[src/rtl/apb_uart_fifo.sv]
// APB-attached full-duplex UART: TX/RX FIFOs, 16x oversampling baud generator,
// parity generation/checking, W1C sticky error flags and a maskable interrupt.
`timescale 1ns/1ps

module uart_fifo #(
  parameter int DEPTH = 16,
  parameter int W     = 8
) (
  input  logic         pclk,
  input  logic         preset_n,
  input  logic         push,
  input  logic [W-1:0] wdata,
  input  logic         pop,
  output logic [W-1:0] rdata,
  output logic         empty,
  output logic         full
);
  localparam int AW = $clog2(DEPTH);
  localparam int CW = AW + 1;

  logic [W-1:0]  mem [DEPTH];
  logic [AW-1:0] wp, rp;
  logic [CW-1:0] cnt;
  logic          do_push, do_pop;

  assign empty   = (cnt == '0);
  assign full    = (cnt == CW'(DEPTH));
  assign do_push = push & ~full;
  assign do_pop  = pop & ~empty;
  assign rdata   = mem[rp];

  always_ff @(posedge pclk)
    if (do_push) mem[wp] <= wdata;

  always_ff @(posedge pclk or negedge preset_n) begin
    if (!preset_n) begin
      wp  <= '0;
      rp  <= '0;
      cnt <= '0;
    end else begin
      if (do_push) wp <= wp + AW'(1);
      if (do_pop)  rp <= rp + AW'(1);
      cnt <= cnt + CW'(do_push) - CW'(do_pop);
    end
  end
endmodule

module apb_uart_fifo #(
  parameter int          FIFO_DEPTH  = 16,
  parameter logic [15:0] DEFAULT_DIV = 16'd1
) (
  input  logic       pclk,
  input  logic       preset_n,
  input  logic [3:0] paddr,
  input  logic       psel,
  input  logic       penable,
  input  logic       pwrite,
  input  logic [7:0] pwdata,
  output logic [7:0] prdata,
  output logic       pready,
  output logic       pslverr,
  input  logic       uart_rx,
  output logic       uart_tx,
  output logic       irq
);
  typedef struct packed {
    logic       stop2;
    logic       odd;
    logic       pen;
    logic [1:0] nbits;
  } cfg_t;

  localparam logic [3:0] A_CFG = 4'h0, A_DLO = 4'h1, A_DHI = 4'h2, A_TX = 4'h3,
                         A_RX  = 4'h4, A_ST  = 4'h5, A_IER = 4'h6;
  localparam logic [2:0] S_IDLE = 3'd0, S_START = 3'd1, S_DATA = 3'd2,
                         S_PAR  = 3'd3, S_STOP  = 3'd4;

  function automatic logic [7:0] nmask(input logic [1:0] nb);
    case (nb)
      2'd0:    nmask = 8'h1F;
      2'd1:    nmask = 8'h3F;
      2'd2:    nmask = 8'h7F;
      default: nmask = 8'hFF;
    endcase
  endfunction

  cfg_t        cfg;
  logic [15:0] div;
  logic [2:0]  ier;
  logic [2:0]  sticky;   // {frame, parity, overrun}
  logic [2:0]  err_set;
  logic        access, wr, rd, div_wr, err;
  logic [7:0]  rdata, status;

  logic       tx_push, tx_pop, tx_empty, tx_full;
  logic [7:0] tx_head;
  logic       rx_push, rx_pop, rx_empty, rx_full;
  logic [7:0] rx_head;

  assign access = psel & penable;
  assign wr     = access & pwrite;
  assign rd     = access & ~pwrite;
  assign div_wr = wr & ((paddr == A_DLO) | (paddr == A_DHI));

  // ---------------- TX path ----------------
  logic [2:0]  tx_st, tx_bidx;
  logic [15:0] tx_pre;
  logic [3:0]  tx_tcnt;
  logic [7:0]  tx_sh;
  cfg_t        tx_cfg;
  logic        tx_stopn, tx_tick, tx_bit_end, tx_stop_last;
  logic [2:0]  tx_last;

  assign tx_tick      = (tx_pre == div);
  assign tx_bit_end   = tx_tick & (tx_tcnt == 4'd15);
  assign tx_stop_last = ~tx_cfg.stop2 | tx_stopn;
  assign tx_last      = 3'd4 + {1'b0, tx_cfg.nbits};
  // Reload straight from STOP so back-to-back frames have no idle gap.
  assign tx_pop  = ~tx_empty & ((tx_st == S_IDLE) |
                   ((tx_st == S_STOP) & tx_bit_end & tx_stop_last));
  assign tx_push = wr & (paddr == A_TX) & ~tx_full;

  uart_fifo #(.DEPTH(FIFO_DEPTH), .W(8)) u_tx_fifo (
    .pclk(pclk), .preset_n(preset_n), .push(tx_push), .wdata(pwdata),
    .pop(tx_pop), .rdata(tx_head), .empty(tx_empty), .full(tx_full));

  always_ff @(posedge pclk or negedge preset_n) begin
    if (!preset_n) begin
      tx_st    <= S_IDLE;
      tx_pre   <= '0;
      tx_tcnt  <= '0;
      tx_bidx  <= '0;
      tx_sh    <= '0;
      tx_cfg   <= '0;
      tx_stopn <= 1'b0;
      uart_tx  <= 1'b1;
    end else begin
      if (tx_st == S_IDLE || div_wr) tx_pre <= '0;
      else                           tx_pre <= tx_tick ? 16'd0 : tx_pre + 16'd1;
      if (tx_tick && tx_st != S_IDLE) tx_tcnt <= tx_tcnt + 4'd1;
      case (tx_st)
        S_IDLE:  tx_tcnt <= '0;
        S_START: if (tx_bit_end) begin tx_st <= S_DATA; tx_bidx <= '0; end
        S_DATA:  if (tx_bit_end) begin
                   tx_stopn <= 1'b0;
                   if (tx_bidx == tx_last) tx_st <= tx_cfg.pen ? S_PAR : S_STOP;
                   else                    tx_bidx <= tx_bidx + 3'd1;
                 end
        S_PAR:   if (tx_bit_end) begin tx_st <= S_STOP; tx_stopn <= 1'b0; end
        S_STOP:  if (tx_bit_end) begin
                   if (!tx_stop_last)  tx_stopn <= 1'b1;
                   else if (tx_empty)  tx_st <= S_IDLE;
                 end
        default: tx_st <= S_IDLE;
      endcase
      if (tx_pop) begin
        tx_sh    <= tx_head & nmask(cfg.nbits);
        tx_cfg   <= cfg;
        tx_st    <= S_START;
        tx_stopn <= 1'b0;
      end
      case (tx_st)
        S_START: uart_tx <= 1'b0;
        S_DATA:  uart_tx <= tx_sh[tx_bidx];
        S_PAR:   uart_tx <= (^tx_sh) ^ tx_cfg.odd;
        default: uart_tx <= 1'b1;
      endcase
    end
  end

  // ---------------- RX path ----------------
  logic        rx_s1, rx_s2;
  logic [2:0]  rx_st, rx_bidx;
  logic [15:0] rx_pre;
  logic [3:0]  rx_tcnt;
  logic [7:0]  rx_sh;
  logic [1:0]  rx_nb;
  logic        rx_pen, rx_odd, rx_par, rx_tick, rx_bit_end, rx_stop_smp, rx_par_bad;
  logic [2:0]  rx_last;

  assign rx_tick     = (rx_pre == div);
  assign rx_bit_end  = rx_tick & (rx_tcnt == 4'd15);
  assign rx_last     = 3'd4 + {1'b0, rx_nb};
  assign rx_stop_smp = (rx_st == S_STOP) & rx_bit_end;
  assign rx_par_bad  = rx_pen & (rx_par != ((^rx_sh) ^ rx_odd));
  assign rx_push     = rx_stop_smp & rx_s2 & ~rx_full;
  assign rx_pop      = rd & (paddr == A_RX) & ~rx_empty;
  assign err_set     = {rx_stop_smp & ~rx_s2,
                        rx_stop_smp & rx_s2 & rx_par_bad,
                        rx_stop_smp & rx_s2 & rx_full};

  uart_fifo #(.DEPTH(FIFO_DEPTH), .W(8)) u_rx_fifo (
    .pclk(pclk), .preset_n(preset_n), .push(rx_push), .wdata(rx_sh),
    .pop(rx_pop), .rdata(rx_head), .empty(rx_empty), .full(rx_full));

  always_ff @(posedge pclk or negedge preset_n) begin
    if (!preset_n) begin
      rx_s1   <= 1'b1;
      rx_s2   <= 1'b1;
      rx_st   <= S_IDLE;
      rx_pre  <= '0;
      rx_tcnt <= '0;
      rx_bidx <= '0;
      rx_sh   <= '0;
      rx_nb   <= '0;
      rx_pen  <= 1'b0;
      rx_odd  <= 1'b0;
      rx_par  <= 1'b0;
    end else begin
      rx_s1 <= uart_rx;
      rx_s2 <= rx_s1;
      if (rx_st == S_IDLE || div_wr) rx_pre <= '0;
      else                           rx_pre <= rx_tick ? 16'd0 : rx_pre + 16'd1;
      if (rx_tick) rx_tcnt <= rx_tcnt + 4'd1;
      case (rx_st)
        S_IDLE:  if (!rx_s2) begin
                   rx_nb   <= cfg.nbits;
                   rx_pen  <= cfg.pen;
                   rx_odd  <= cfg.odd;
                   rx_tcnt <= '0;
                   rx_sh   <= '0;
                   rx_st   <= S_START;
                 end
        // Half a bit into the start bit: re-check the line to reject glitches.
        S_START: if (rx_tick && rx_tcnt == 4'd7) begin
                   rx_tcnt <= '0;
                   rx_bidx <= '0;
                   rx_st   <= rx_s2 ? S_IDLE : S_DATA;
                 end
        S_DATA:  if (rx_bit_end) begin
                   rx_sh[rx_bidx] <= rx_s2;
                   if (rx_bidx == rx_last) rx_st <= rx_pen ? S_PAR : S_STOP;
                   else                    rx_bidx <= rx_bidx + 3'd1;
                 end
        S_PAR:   if (rx_bit_end) begin rx_par <= rx_s2; rx_st <= S_STOP; end
        S_STOP:  if (rx_bit_end) rx_st <= S_IDLE;
        default: rx_st <= S_IDLE;
      endcase
    end
  end

  // ---------------- Registers / APB ----------------
  assign status = {(tx_st != S_IDLE), sticky, rx_full, ~rx_empty, tx_full, tx_empty};

  always_ff @(posedge pclk or negedge preset_n) begin
    if (!preset_n) begin
      cfg    <= '0;
      div    <= DEFAULT_DIV;
      ier    <= '0;
      sticky <= '0;
      irq    <= 1'b0;
      pready <= 1'b0;
    end else begin
      pready <= 1'b1;
      if (wr) begin
        case (paddr)
          A_CFG:   cfg        <= cfg_t'(pwdata[4:0]);
          A_DLO:   div[7:0]   <= pwdata;
          A_DHI:   div[15:8]  <= pwdata;
          A_IER:   ier        <= pwdata[2:0];
          default: ;
        endcase
      end
      // A new error event in the same cycle as a clear keeps the flag set.
      sticky <= (sticky & ~({3{wr & (paddr == A_ST)}} & pwdata[6:4])) | err_set;
      irq    <= (ier[0] & ~rx_empty) | (ier[1] & tx_empty) | (ier[2] & (|sticky));
    end
  end

  always_comb begin
    rdata = '0;
    err   = 1'b0;
    case (paddr)
      A_CFG: rdata = {3'b000, cfg};
      A_DLO: rdata = div[7:0];
      A_DHI: rdata = div[15:8];
      A_TX:  err   = pwrite & tx_full;
      A_RX:  begin
               rdata = rx_empty ? 8'h00 : rx_head;
               err   = ~pwrite & rx_empty;
             end
      A_ST:  rdata = status;
      A_IER: rdata = {5'b00000, ier};
      default: err = 1'b1;
    endcase
  end

  assign prdata  = rd ? rdata : 8'h00;
  assign pslverr = access & err;
endmodule

[config.mk]
export PLATFORM = sky130hd
export DESIGN_NAME = apb_uart_fifo
export DESIGN_NICKNAME = d
export VERILOG_FILES = /design/src/rtl/apb_uart_fifo.sv
export SDC_FILE = /design/constraint.sdc
export NUM_CORES = 1
export LEC_CHECK = 0
export CORE_MARGIN = 1.5
export CORE_UTILIZATION = 50
export DETAILED_ROUTE_END_ITERATION = 16
export PLACE_DENSITY = 0.62
export SYNTH_ARGS = -nofsm -noshare
export SYNTH_HDL_FRONTEND = slang
export SYNTH_SLANG_ARGS = --single-unit
[constraint.sdc]
create_clock -name pclk -period 5.1 [get_ports pclk]
set_clock_uncertainty 0.15 [all_clocks]
set_input_delay 1.02 -clock pclk [delete_from_list [all_inputs] [get_ports pclk]]
set_output_delay 1.02 -clock pclk [all_outputs]
set_load 0.01 [all_outputs]
Word level (Yosys, flattened, before mapping)

Memory sizes are Yosys's and may differ from the RTL's.
Index checks and enable logic that the tools add are counted.
W data, S select, Z words.

Flip-flop bits (word level): 137
RAM bits: 256
Bits of input ports: 18
Word-level logic and storage cells: 250
Memories: 2

Add/sub/neg operators: 16
Magnitude comparators: 3
Eq/ne operators: 46
Mux-type cells: 61
Bitwise gates (word level): 50
Reductions and logical operators: 34

Memory list:

| memory        | words | width | read ports | clocked after Yosys merged registers in | wr ports | line | source |
|---|---|---|---|---|---|---|---|
| u_rx_fifo.mem | 16    | 8     | 1          | 0                                       | 1        | 21   | `logic [W-1:0] mem [DEPTH];` |
| u_tx_fifo.mem | 16    | 8     | 1          | 0                                       | 1        | 21   |  |

Operators by type and width:

| kind                    | number |
|---|---|
| $mux W3                 | 22 |
| $mux W16                | 4 |
| $pmux W8 S6             | 1 |
| $mux W8                 | 5 |
| $add A16 B1 Y16 const B | 2 |
| $eq A16 B16 Y1          | 2 |
| $and A1 B1 Y1           | 31 |
| $pmux W3 S5             | 2 |
| $add A4 B1 Y4 const B   | 6 |
| $ne A3 B2 Y1 const B    | 8 |
| $pmux W8 S3             | 1 |
| $mux W4                 | 5 |
| $ne A2 B2 Y1 const B    | 10 |
| $eq A4 B3 Y1 const B    | 4 |
| $pmux W8 S2             | 1 |
| $reduce_xor A8 Y1       | 2 |
| $eq A3 B2 Y1 const B    | 4 |
| $pmux W3 S2             | 2 |
| $reduce_and A2 Y1       | 6 |
| $reduce_and A4 Y1       | 3 |
| $add A5 B1 Y5           | 2 |
| $eq A5 B5 Y1 const B    | 2 |
| $logic_not A5 Y1        | 2 |
| $mux W1                 | 10 |
| other kinds (43)        | 73 |

Longest topological paths before layout

Depth in word-level cells: 8
Gate-level depth with buffers: 17
Mapped depth without buffers: 16

Modules after synthesis

Synthesis repeated with hierarchy kept, for this count alone.

Cells, all modules: 1232
Area total of the unflattened synthesis: 17767.0 sq um

By module, submodules not included:

| module        | times used | cells each | area each (sq um) | sequential area each (sq um) |
|---|---|---|---|---|
| uart_fifo     | 2          | 319        | 5863.1            | 4169.0 |
| apb_uart_fifo | 1          | 594        | 6040.8            | 2782.7 |

Least setup slack after synthesis

No wires, ideal clock.

Kind: input-to-reg
From: input paddr[1]
To: register u_rx_fifo.cnt[4]
Library setup time: 0.123 ns
Arrival: 3.171 ns
Slack: 1.656 ns
Stages: 12
Buffers on the path: 2
Path through: clkbuf_1 nor3_1 nor4b_1 buf_2 ha_1 inv_1 ha_1 fa_1 a21oi_1 nor2_1 nor2_1 xnor2_1

Cells in the longest elaborated chain, start to end: 5

RTL lines:

| what                       | line | source |
|---|---|---|
| start: declaration         | 54   | `input logic [3:0] paddr,` |
| $eq A4 B3 Y1               | 187  | `assign rx_pop = rd & (paddr == A_RX) & ~rx_empty;` |
| $and A1 B1 Y1 (2 in a row) | 187  |  |
| $and A1 B1 Y1              | 29   | `assign do_pop = pop & ~empty;` |
| net u_rx_fifo.do_pop       | 24   | `logic do_push, do_pop;` |
| $sub A5 B1 Y5              | 43   | `cnt <= cnt + CW'(do_push) - CW'(do_pop);` |
| end signal: assignment     | 43   |  |
| end: declaration           | 23   | `logic [CW-1:0] cnt;` |

The timed path passes the listed nets, and every way through them passes these cells.
A chain may end at the register's enable or synchronous reset.

Worst setup path after layout

From: input paddr[1]
To: output prdata[1]

Cells in the longest elaborated chain, start to end: 3

RTL lines:

| what                                       | line | source |
|---|---|---|
| $eq A4 B3 Y1, or another cell as far along | 273  | `case (paddr)` |
| $pmux W8 S6 (*)                            | 273  |  |
| $mux W8 (*)                                | 288  | `assign prdata = rd ? rdata : 8'h00;` |
| end: declaration                           | 59   | `output logic [7:0] prdata,` |

Every way passes the cells marked *; elsewhere a longest branch is shown, timed or not.

==> flow_summary.toml <==
[outcome]
status = "finished, final reports clean"

[die]
io_pins = 30
die_w_um = 189
core_um2 = 33800
row_count = 67
dieArea_um2 = 35800
die-height_um = 189
start_util_pct = 51.3

[critical_path]
path_buf_inv = 2
worst-path-stages = 5
rr_startpoint = "div[11]"
path_max_fanout = 13
end_kind = "output pin"
path_delay_family = "buffers and inverters"
cp-start-kind = "input pin"
critical_path.cell_chain = "clkdlybuf4s50_1, nand2_1, or4b_2, o2bb2ai_1, clkdlybuf4s50_1"
crit_end = "prdata[1]"
crit_required_ps = 3930
slowest_stage = "or4b_2"
startpoint = "paddr[1]"
r2r-end = "u_tx_fifo.cnt[4]"
slowest_delay_ps = 750
criticalPathCategory = "in -> out"
path_common_cell = "clkdlybuf4s50_1"
ff2ff_path_depth = 15
reg2reg_slack_ps = 1570
arrival_ps = 3610

[timing]
finalCritPeriodShare_pct = 93.7
tightest_slew_ps = 1060
fin_setup_tns_ps = 0
slew_violations = 0
slew_headroom_pct = 29.3
hold_viol_final = 0
post-route-min-period_ps = 4780
rsz0062_at_grt = "no"
max_freq_ghz = 0.209
setup_violations = 0

[logic_synthesis]
async_flop_share_pct = 34.9
yosys-top-cells-count = "edfxtp_1, dfrtp_1, mux4_2, nor2_1, nand2_1"
ys_seq_area_share_pct = 64.2
yosysMostFrequentCell = "edfxtp_1"
synth_top_family_by_area = "multiplexers"
yosysTopAreaCell = "edfxtp_1"
syn-instance-count = 1138
synth_compound_area_share_pct = 3.76
synth.mux.area_fraction_pct = 13.9
syn_nets = 1186
synthSimpleGateAreaFrac_pct = 8.83
synth_edf_count = 256
yosys.area.top_type_share_pct = 44.4
ys_types = 64
netlist_top_cells_area = "edfxtp_1, dfrtp_1, mux4_2, xor2_1, mux2_2"
synthAdderAreaFrac_pct = 2.25
yosysWarnings = 0
syn_area_per_cell_um2 = 15.2
synth_xor_area_share_pct = 4.90
synthFlopType = "edfxtp_1"
synth_area_um2 = 17300
ys_ff_latch = 393

[placed_design]
place_area_um2 = 18200
gp_congestion = 0.825
dp.final_hpwl_mm = 24.7
portBuffers = 29
place_inst = 1594

[power_and_ir_drop]
cellLeakagePower_nw = 7.06
irDropWorstVdd_uv = 436
power_density_nw_per_um2 = 446

[layout]
final_nets = 1238
drive_gt1_share_pct = 18.0
stdcell_area_um2 = 19500
diodes = 0
area_growth_pct = 12.7
final_cells = 1671

[cts]
holdBufCountCts = 0
cts.sinks = 393
cts_buffers = 42
clockRootBuffer = "clkbuf_16"
insertion_delay_ps = 570
cts_resized = 0
cts_setup_buffers = 0
clk_path_buf_depth = 3
cts_tree = "built"
clk_pin_slew_ps = 60
htree_num_levels = 2

[route]
first_iter_violations = 686
routed_via_density = 5.73
drc = 0
dr.pass1.iters = 5
detail-route-antenna-nets = 0
wirelength_mm = 36.9
wire_per_inst_um = 22.1
routed-via-count = 9577

[global_routing]
grt_pass1_vias = 9917
grt-ovfl-total = 0
grt_usage_pct = 21.8
grt_max_degree = 110
grt_pass1_wl_mm = 58.7
antenna_found_initial = 0

[hold_path]
hold_path_class = "reg -> reg"

[run]
drv_cap = 0
-- worst reg2reg max path: cells and delay by family (launching register included) --
| family | cells | cell delay, ps |
|---|---|---|
| buffers and inverters | 4 | 510 |
| AO/OA/AOI/OAI | 2 | 270 |
| adder cells (fa/ha/maj) | 3 | 850 |
| AND/OR/NAND/NOR | 4 | 840 |
| XOR/XNOR | 2 | 310 |
| flip-flops | 1 | 480 |
-- power breakdown --
| group | switching, mW | internal [mW] |
|---|---|---|
| sequential | 0.360 | 3.61 |
| clock | 1.25 | 1.77 |
| combinational | 0.820 | 0.901 |
| total | 2.43 | 6.28 |
-- through the flow --
step           util [%]  hold slack (ps)  setup WS, ps  power [mW]
2_1_floorplan         -              195          1660        5.29
3_3_place_gp       53.8              208           365        5.75
3_5_place_dp       53.8              207           354        5.77
4_1_cts            57.8              207           349        8.80
5_1_grt            57.8              209           211        9.12
6_report           57.8              208           319        8.71
-- cell usage in the layout (no fill, tap or decap), drive strengths merged, types with 14 or more instances in the layout --
cell type	n
a21oi	31
nand2	54
nand4	16
clkinv	14
o21ai	21
clkbuf	52
xor2	53
xnor2	44
clkdlybuf4s50	28
and2	25
nor3	19
inv	45
buf	24
nand3	32
edfxtp	256
mux2i	22
mux4	77
nor2	71
ha	28
mux2	40
dfrtp	133
-- layer usage --
metal  track usage [%]  up-vias  part of all wire [%]
met5                 0        -                     0
met4              6.35        0                   2.1
met3              3.69       51                   4.1
met2              35.1      173                    48
met1              30.7     4945                    46
li1                  -     4408                     -
-- flip-flops by register name (all words and copies together), names as in the netlist, 4 cells and up --
register	flops
u_tx_fifo.cnt	5
u_tx_fifo.mem	128
u_rx_fifo.mem	128
u_rx_fifo.cnt	5
u_tx_fifo.wp	4
u_tx_fifo.rp	4
tx_sh	8
rx_sh	8
rx_pre	16
cfg	5
u_rx_fifo.rp	4
div	16
u_rx_fifo.wp	4
rx_tcnt	4
tx_cfg	5
tx_pre	16
tx_tcnt	4
-- worst min-delay path by stage --
stage / startpoint / to / slack (ps) / cells after the start
final: rx_s1 / rx_s2 / 210 / 0
after global routing: rx_s1 / rx_s2 / 210 / 0
after floorplan: rx_s1 / rx_s2 / 200 / 0
after CTS: rx_s1 / rx_s2 / 210 / 0
after detailed placement: rx_s1 / rx_s2 / 210 / 0
after global placement: rx_s1 / rx_s2 / 210 / 0
-- cells by family (layout without fill, tap and decap cells) --
| family | Yosys count | in the layout |
|---|---|---|
| and+or+nand+nor | 295 | 295 |
| DFF | 393 | 393 |
| AOI/OAI and AO/OA | 96 | 96 |
| muxes | 139 | 139 |
| xor gates and xnor gates | 97 | 97 |
| adders and majority gates | 30 | 30 |
| other | 1 | 1 |
| buffers and inverters | 87 | 172 |
-- final cells by class --
class | count | area [um2]
clock buffers | 52 | 1120
clock inverters | 25 | 240
fillers | 2643 | 14300
inverters | 43 | 161
multi-input cells | 658 | 5840
flip-flops and latches | 393 | 11100
well taps | 448 | 561
repair buffers | 52 | 477
(Power assumes the default switching activity.)
